===== src/rtl/uart_rx.sv =====
// UART receiver: 2-flop input synchroniser, start-bit qualification at mid-bit,
// centre sampling of LSB-first data and stop-bit check, all paced by the oversample tick.
module uart_rx #(
    parameter int unsigned DATA_BITS  = 8,
    parameter int unsigned OVERSAMPLE = 16
) (
    input  logic                 clk,
    input  logic                 rst,
    input  logic                 tick,
    input  logic                 rx,
    output logic [DATA_BITS-1:0] rx_data,
    output logic                 rx_valid,
    output logic                 frame_err,
    output logic                 busy
);

    localparam int unsigned SW = $clog2(OVERSAMPLE);
    localparam int unsigned BW = $clog2(DATA_BITS);
    localparam logic [SW-1:0] SMid  = SW'(OVERSAMPLE / 2 - 1);
    localparam logic [SW-1:0] SEnd  = SW'(OVERSAMPLE - 1);
    localparam logic [BW-1:0] BLast = BW'(DATA_BITS - 1);

    typedef enum logic [1:0] {StIdle, StStart, StData, StStop} state_e;

    state_e               state_q, state_d;
    logic [SW-1:0]        s_cnt_q, s_cnt_d;
    logic [BW-1:0]        b_cnt_q, b_cnt_d;
    logic [DATA_BITS-1:0] shreg_q, shreg_d;
    logic [DATA_BITS-1:0] data_q, data_d;
    logic                 valid_q, valid_d;
    logic                 ferr_q, ferr_d;
    logic                 rx_meta_q, rx_s_q;

    // Line idles high, so the synchroniser resets to 1 to avoid a phantom start bit.
    always_ff @(posedge clk or posedge rst) begin
        if (rst) begin
            rx_meta_q <= 1'b1;
            rx_s_q    <= 1'b1;
        end else begin
            rx_meta_q <= rx;
            rx_s_q    <= rx_meta_q;
        end
    end

    always_ff @(posedge clk or posedge rst) begin
        if (rst) begin
            state_q <= StIdle;
            s_cnt_q <= '0;
            b_cnt_q <= '0;
            shreg_q <= '0;
            data_q  <= '0;
            valid_q <= 1'b0;
            ferr_q  <= 1'b0;
        end else begin
            state_q <= state_d;
            s_cnt_q <= s_cnt_d;
            b_cnt_q <= b_cnt_d;
            shreg_q <= shreg_d;
            data_q  <= data_d;
            valid_q <= valid_d;
            ferr_q  <= ferr_d;
        end
    end

    always_comb begin
        state_d = state_q;
        s_cnt_d = s_cnt_q;
        b_cnt_d = b_cnt_q;
        shreg_d = shreg_q;
        data_d  = data_q;
        valid_d = 1'b0;
        ferr_d  = 1'b0;
        if (tick) begin
            unique case (state_q)
                StIdle: begin
                    if (!rx_s_q) begin
                        state_d = StStart;
                        s_cnt_d = '0;
                    end
                end
                StStart: begin
                    if (s_cnt_q == SMid) begin
                        if (!rx_s_q) begin
                            state_d = StData;
                            s_cnt_d = '0;
                            b_cnt_d = '0;
                        end else begin
                            state_d = StIdle;
                        end
                    end else begin
                        s_cnt_d = s_cnt_q + SW'(1);
                    end
                end
                StData: begin
                    if (s_cnt_q == SEnd) begin
                        shreg_d = {rx_s_q, shreg_q[DATA_BITS-1:1]};
                        s_cnt_d = '0;
                        b_cnt_d = b_cnt_q + BW'(1);
                        if (b_cnt_q == BLast) begin
                            state_d = StStop;
                        end
                    end else begin
                        s_cnt_d = s_cnt_q + SW'(1);
                    end
                end
                StStop: begin
                    // Returning to idle mid-stop-bit lets a back-to-back start edge be caught.
                    if (s_cnt_q == SEnd) begin
                        state_d = StIdle;
                        if (rx_s_q) begin
                            data_d  = shreg_q;
                            valid_d = 1'b1;
                        end else begin
                            ferr_d = 1'b1;
                        end
                    end else begin
                        s_cnt_d = s_cnt_q + SW'(1);
                    end
                end
                default: state_d = StIdle;
            endcase
        end
    end

    assign rx_data   = data_q;
    assign rx_valid  = valid_q;
    assign frame_err = ferr_q;
    assign busy      = (state_q != StIdle);

endmodule


===== config.mk =====
export PLATFORM = sky130hd
export DESIGN_NAME = uart_rx
export DESIGN_NICKNAME = d
export VERILOG_FILES = /design/src/rtl/uart_rx.sv
export SDC_FILE = /design/constraint.sdc
export NUM_CORES = 1
export LEC_CHECK = 0
export BUFFER_PORTS_ARGS = -buffer_cell sky130_fd_sc_hd__buf_2
export CORE_ASPECT_RATIO = 1.2
export CORE_MARGIN = 5
export CORE_UTILIZATION = 40
export DETAILED_ROUTE_END_ITERATION = 10
export GPL_TIMING_DRIVEN = 0
export PLACE_DENSITY = 0.63
export SETUP_SLACK_MARGIN = 0.3
export SLEW_MARGIN = 20
export SYNTH_ARGS = -nofsm -noshare
export SYNTH_HDL_FRONTEND = slang
export SYNTH_SLANG_ARGS = --single-unit

===== constraint.sdc =====
create_clock -name clk -period 1.7 [get_ports clk]
set_input_delay 0.34 -clock clk [delete_from_list [all_inputs] [get_ports clk]]
set_output_delay 0.34 -clock clk [all_outputs]
set_load 0.05 [all_outputs]

# After elaboration in Yosys (flattened, before gate mapping)
# Index checks and enable logic that the tools add are counted.
# word_totals
output_inout_bits,11
ff_bits,29
# op_classes
mux,24
addsub,2
reduce_logical,8
n_eq_ne,13
# op_table
operator,count
$mux W4,4
$pmux W4 S4,1
$ne A2 B2 Y1 const B,7
$mux W2,6
$mux W3,3
$mux W1,8
$pmux W2 S4,1
$pmux W3 S2,1
$reduce_and A6 Y1,1
$reduce_and A5 Y1,1
$add A4 B1 Y4 const B,1
$eq A2 B2 Y1 const B,2
$eq A4 B3 Y1 const B,1
$eq A4 B4 Y1 const B,1
$reduce_and A4 Y1,1
$reduce_bool A2 Y1,2
$add A3 B1 Y3 const B,1
$eq A3 B3 Y1 const B,1
$reduce_and A3 Y1,1
$eq A2 B1 Y1 const B,1
$logic_not A2 Y1,1
$reduce_and A2 Y1,1

# Logic depth before layout (Yosys ltp)
# Gate-level depths: netlist of the first run.
# logic_depth
ltp_word,4
ltp_mapped,6

# Least setup slack after synthesis of the first run
# Ideal clock, no wire load.
# synth_timing
path_type,reg-to-reg
startpoint,reg s_cnt_q[0]
endpoint,"reg data_q[0], in the netlist rx_data[0]"
setup_ns,0.125
period_less_slack_ns,1.681
arrival_ns,1.556
n_path_buf,1
path_stages_with_launch,6
setup_slack_ns,0.019
required_time_ns,1.575
cell_sequence,dfrtp_1 -> ha_1 -> nand4_2 -> or3_1 -> buf_6 -> mux2_4
# synth_via
elab_chain_cells,2
# synth_rtl
element,line,text
start: declaration,26,"logic [SW-1:0] s_cnt_q, s_cnt_d;"
start signal: assignment,56,s_cnt_q <= s_cnt_d;
$eq A4 B4 Y1,108,if (s_cnt_q == SEnd) begin
$reduce_and A4 Y1 (no source line),n/a,
end signal: assignment,59,data_q <= data_d;
end: declaration,29,"logic [DATA_BITS-1:0] data_q, data_d;"
# Every way passes these cells.
# A chain may end at the register's enable or synchronous reset.

# Final worst setup path of the first run
# layout_timing
startpoint,reg rx_s_q
endpoint,"reg data_q[2], in the netlist rx_data[2]"
# layout_via
elab_chain_cells,1
# layout_rtl
element,line,text
start: declaration,32,"logic rx_meta_q, rx_s_q;"
start signal: assignment,41,rx_s_q <= rx_meta_q;
$reduce_and A4 Y1 (no source line),n/a,
# Every way passes these cells.

==> results of run 1 <==
[worst max-delay path by stage]
| stage | end | slack, ns |
|---|---|---|
| 6_report | rx_data[2]$_DFFE_PP0P_ | 0.07 |
| 5_1_grt | rx_data[0]$_DFFE_PP0P_ | 0.04 |
| 4_1_cts | busy | 0.07 |
| 3_5_place_dp | rx_data[7]$_DFFE_PP0P_ | -0.006 |
| 3_3_place_gp | rx_data[7]$_DFFE_PP0P_ | 0.05 |
| 2_1_floorplan | rx_data[0]$_DFFE_PP0P_ | 0.10 |
[state kept, by name, summed over array words and instances (netlist names), named ones only]
register	flops
rx_data	8
shreg_q	8
s_cnt_q	4
b_cnt_q	3
frame_err	1
rx_meta_q	1
rx_s_q	1
rx_valid	1
state_q	1
[worst max-delay path, delay by kind of cell, from the launching register on]
kind	cells	cell delay, ns
flip-flops	1	0.55
AND/OR/NAND/NOR	1	0.44
multiplexers	1	0.29
buffers and inverters	2	0.26
[metrics by stage]
step	hold WS, ns	instance area [sq um]	power [uW]
after floorplan	0.344	1350	1260
after global placement	0.346	1460	1330
after CTS	0.100	1730	2010
after detailed placement	0.349	1460	1370
after global routing	0.102	1840	2230
final	0.0701	1840	2110
[what timing repair did]
action / CTS / global route
resized for setup: 29 / 10
endpoints found under the setup margin: 24 / 27
hold endpoints to repair: 0 / 0
pin swaps: 7 / 10
gates cloned: 0 / 1
buffers inserted: 12 / 7
[metal layers]
metal	global-route usage	up-vias	part of all wire	routed length (um)
li1	-	451	-	-
met1	0.143	493	0.39	1150
met2	0.238	35	0.54	1590
met3	0.0447	7	0.048	141
met4	0.0755	0	0.020	59
met5	0	-	0	0
[report_power, final]
group | total [uW] | switching, uW | internal, uW
Combinational | 779 | 390 | 388
Sequential | 897 | 109 | 788
Clock | 437 | 234 | 204
Total | 2110 | 733 | 1380
[logic make-up (layout without fill, tap and decap cells)]
kind of cell,Yosys count,after routing,synth area share
compound gates,14,14,0.0703
fa+ha+maj,3,3,0.0285
buf+inv,12,53,0.0427
flops,29,29,0.553
mux,21,21,0.198
simple gates,26,26,0.107
[cell type report]
cell class / instances / area share
timing repair buffer: 33 / 0.151
sequential: 29 / 0.396
tap: 36 / 0.0245
inverter: 8 / 0.0163
buffer: 4 / 0.0258
clock buffer: 8 / 0.0319
multi-input combinational: 64 / 0.355
[synth_stat cells]
| cell | n |
|---|---|
| dfstp_2 | 2 |
| nand2_1 | 5 |
| buf_6 | 1 |
| or3_1 | 1 |
| nor2_2 | 1 |
| dfrtp_1 | 27 |
| nand2b_1 | 2 |
| o221ai_1 | 1 |
| o22ai_1 | 1 |
| buf_2 | 3 |
| nand4_2 | 1 |
| a311oi_1 | 1 |
| nor2_1 | 6 |
| nor3_1 | 1 |
| or2_2 | 1 |
| inv_1 | 8 |
| and4_1 | 1 |
| nand3_1 | 2 |
| nor3b_1 | 1 |
| and2_1 | 1 |
| mux2_2 | 9 |
| a32oi_1 | 1 |
| o21ai_0 | 2 |
| mux2_4 | 8 |
| a21o_1 | 1 |
| a31oi_1 | 2 |
| nand4_1 | 2 |
| o21a_1 | 1 |
| mux2i_1 | 4 |
| a211oi_1 | 1 |
| nor2b_1 | 1 |
| a21oi_1 | 3 |
| ha_1 | 3 |
==> flow_metrics.tcl, run 1 <==
set metrics [dict create \
    status "finished, final reports clean" \
    utilization 0.592 \
    dp_cells 154 \
    nets 152 \
    grt_pass1_wl_mm 4.80 \
    powerDensity_nw_per_um2 1150 \
    holdBufCountCts 0 \
    crit_path_start "rx_s_q$_DFF_PP1_" \
    initial_core_util 0.424 \
    wl_per_cell_um 16.2 \
    path_cells "inv_1 > or3_4 > clkbuf_16 > mux2_4" \
    crit_fanout 4 \
    drt-initial-drc-count 25 \
    cts_tree "yes" \
    hpwlAfterDp_mm 1.59 \
    drt_wl_total_mm 2.95 \
    core_sq_um 3110 \
    startpoint_type "register" \
    num_vias 986 \
    reg2reg_from "rx_s_q$_DFF_PP1_" \
    syn_nets 112 \
    fin_crit_sh 0.960 \
    syn_area_per_cell_sq_um 12.5 \
    die_area_sq_um 4550 \
    hp-class "in2async" \
    grt_pass1_vias 1067 \
    final.setup_skew_ns 0.0130 \
    numPortBuffers 13 \
    finalHoldViolations 0 \
    io_pins 15 \
    vias_per_cell 5.42 \
    period_needed_ns 1.63 \
    r2r_slack_ns 0.07 \
    track_usage 0.136 \
    detail-route-antenna-nets 0 \
    synth.distinct_cells 33 \
    finalWorstSetupSlack_ns 0.0676 \
    maxCapViolations 0 \
    area_growth_pct 39.8 \
    clockBufferDepth 2 \
    max_freq_mhz 613 \
    rows 22 \
    instances_no_fill 182 \
    synth_area_leaders "dfrtp_1 (51%), mux2_4 (9.1%), mux2_2 (7.7%), dfstp_2 (4.0%), mux2i_1 (3.0%)" \
    cp.arrival_ns 1.85 \
    clk_latency_ns 0.33 \
    rr_endpoint "rx_data[2]$_DFFE_PP0P_" \
    end_kind "register" \
    final-setup-viol-count 0 \
    synth_warnings 0 \
    cpPeakStageDelay_ns 0.55 \
    cts_made_buffers 5 \
    ys_seq_area_frac 0.553 \
    drive_above_1_share 0.555 \
    ir_drop_mv 1.17 \
    synthesis.area_sq_um 1320 \
    final_common_cell "dfrtp_1" \
    rr_worst_depth 4 \
    seq_area_sq_um 729 \
    synth_largest_area_cell "dfrtp_1" \
    overflow 0 \
    ys_ff_latch 29 \
    die_x_um 62.4 \
    root_buffer "clkbuf_4" \
    worst_slew_margin_rel 0.598 \
    fp.dieH_um 72.9 \
    path_class "reg2reg" \
    nFillCells 235 \
    antenna-diode-count 0 \
    multiInputGateArea_sq_um 653 \
    total_leakage_power_uw 0.000929 \
    setup_tns_ns 0 \
    drc_errors 0 \
    first_pass_iters 4 \
    synth_cells 105 \
    grt_max_degree 30 \
    cts.sink_count 29 \
    gp_congestion 0.850 \
    worstMarginPinSlew_ns 0.602 \
    rsz0062_at_grt "true" \
    critPathRequiredTime_ns 1.91 \
    cts_max_level 2 \
    synth_top_area_share 0.513 \
    slew_violations 0 \
    dp_worst_setup_slack_ns -0.00643 \
    path_clk_slew_ns 0.10 \
    antenna_found_initial 0 \
    cpMaxStageDelayCell "dfstp_2" \
    final_cell_mix "dfrtp_1 (26), mux2_4 (16), buf_2 (13)" \
]
(Power assumes the default switching activity.)
==> inputs of run 2 (changes only) <==
PLACE_DENSITY = 0.61   (was 0.63)
TNS_END_PERCENT = 100   (was default)
clock period = 1.6 ns   (was 1.7 ns; I/O delays follow)
==> run 2 against run 1 <==
- the run now ends with negative setup slack left
- maximum frequency rose by 1.8%
- final cell count is 3.3% lower
- register-to-register slack worse by 0.07 ns
- critical endpoint is now rx_data[1]$_DFFE_PP0P_
==> flow_metrics.tcl, run 2 (synthesis gave the netlist of run 1 again) <==
set metrics [dict create \
    total_leakage_power_uw 0.000885 \
    cts_tree "yes" \
    max_freq_mhz 624 \
    ir_drop_mv 0.859 \
    cpMaxStageDelayCell "dfrtp_1" \
    instances_no_fill 176 \
    antenna-diode-count 0 \
    path_class "reg2reg" \
    final_cell_mix "dfrtp_1 (27), mux2_4 (16), buf_4 (13)" \
    wl_per_cell_um 14.3 \
    clk_latency_ns 0.32 \
    initial_core_util 0.424 \
    core_sq_um 3110 \
    path_clk_slew_ns 0.09 \
    rsz0062_at_grt "true" \
    track_usage 0.125 \
    dp_worst_setup_slack_ns -0.0793 \
    drt-initial-drc-count 14 \
    critPathRequiredTime_ns 1.80 \
    cts.sink_count 29 \
    root_buffer "clkbuf_4" \
    crit_fanout 9 \
    fin_crit_sh 1.00 \
    die_x_um 62.4 \
    worstMarginPinSlew_ns 0.603 \
    cpPeakStageDelay_ns 0.41 \
    num_vias 927 \
    nets 146 \
    vias_per_cell 5.27 \
    grt_pass1_vias 994 \
    path_cells "ha_4 > nand4_4 > or3_1 > buf_6 > mux2_4" \
    hp-class "in2async" \
    hpwlAfterDp_mm 1.54 \
    grt_pass1_wl_mm 4.46 \
    drc_errors 0 \
    slew_violations 0 \
    overflow 0 \
    finalWorstSetupSlack_ns -0.00334 \
    period_needed_ns 1.60 \
    end_kind "register" \
    finalHoldViolations 0 \
    rows 22 \
    holdBufCountCts 0 \
    final_common_cell "dfrtp_1" \
    numPortBuffers 13 \
    hold-worst-slack_ns 0.0599 \
    failed_checks "negative setup slack" \
    powerDensity_nw_per_um2 1180 \
    final-setup-viol-count 2 \
    gp_congestion 0.832 \
    cp.arrival_ns 1.81 \
    cts_max_level 2 \
    io_pins 15 \
    area_growth_pct 35.2 \
    startpoint_type "register" \
    final.setup_skew_ns 0.00722 \
    cts_made_buffers 5 \
    first_pass_iters 4 \
    status "finished, violations left" \
    maxCapViolations 0 \
    clockBufferDepth 2 \
    worst_slew_margin_rel 0.598 \
    grt_max_degree 30 \
    detail-route-antenna-nets 0 \
    die_area_sq_um 4550 \
    antenna_found_initial 0 \
    drt_wl_total_mm 2.52 \
    dp_cells 154 \
    drive_above_1_share 0.529 \
    fp.dieH_um 72.9 \
    utilization 0.573 \
]
==> run 2: worst max-delay path, delay by kind of cell (launching register included) <==
family	cells	cell delay [ns]
and+or+nand+nor	2	0.43
buffers and inverters	1	0.16
adders and majority gates	1	0.20
muxes	1	0.29
DFF	1	0.41
==> run 2: per-stage QoR <==
stage | instance area (sq um) | TNS, ns | power (uW)
3_5_place_dp | 1480 | -0.634 | 1480
5_1_grt | 1780 | -0.632 | 2270
2_1_floorplan | 1370 | 0 | 1360
6_report | 1780 | -0.00374 | 2110
3_3_place_gp | 1480 | -0.425 | 1450
4_1_cts | 1700 | 0 | 2040
==> run 2: final cells by class <==
cell class,count,area [sq um]
inverter,8,32.5
timing repair buffer,27,224
buffer,4,38.8
multi-input combinational,64,662
tap,36,45.0
sequential,29,728
clock inverter,2,10.0
clock buffer,6,41.3
fill,268,1330
==> run 2: report_power, final <==
part | internal [uW] | leakage (uW) | switching, uW
clock | 167 | 0.0000320 | 246
combinational | 370 | 0.000475 | 382
sequential | 834 | 0.000378 | 112
total | 1370 | 0.000885 | 739
==> run 2: per-layer routing <==
layer,GRT usage,vias to the layer above,wire length [um]
met5,0,-,0
li1,-,437,-
met2,0.211,21,1260
met4,0.0660,0,48
met3,0.0447,8,131
met1,0.137,461,1080
==> run 2: final timing paths <==
path,depth (start not counted),slack (ns),endpoint,start
setup / recovery,5,-0.003,rx_data[1]$_DFFE_PP0P_,s_cnt_q[0]$_DFFE_PP0P_
hold / removal,2,0.06,rx_data[7]$_DFFE_PP0P_,rst
setup reg to reg,5,-0.003,rx_data[1]$_DFFE_PP0P_,s_cnt_q[0]$_DFFE_PP0P_
hold reg to reg,0,0.36,rx_s_q$_DFF_PP1_,rx_meta_q$_DFF_PP1_
max in group asynchronous,2,1.14,rx_data[1]$_DFFE_PP0P_,rst
min in group clk,1,0.10,rx_meta_q$_DFF_PP1_,rx
==> run 2: repair_timing <==
item,CTS,global route
endpoints found under the setup margin,26,35
buffers inserted,10,4
pin swaps,11,2
resized for setup,21,19
cloned,0,0
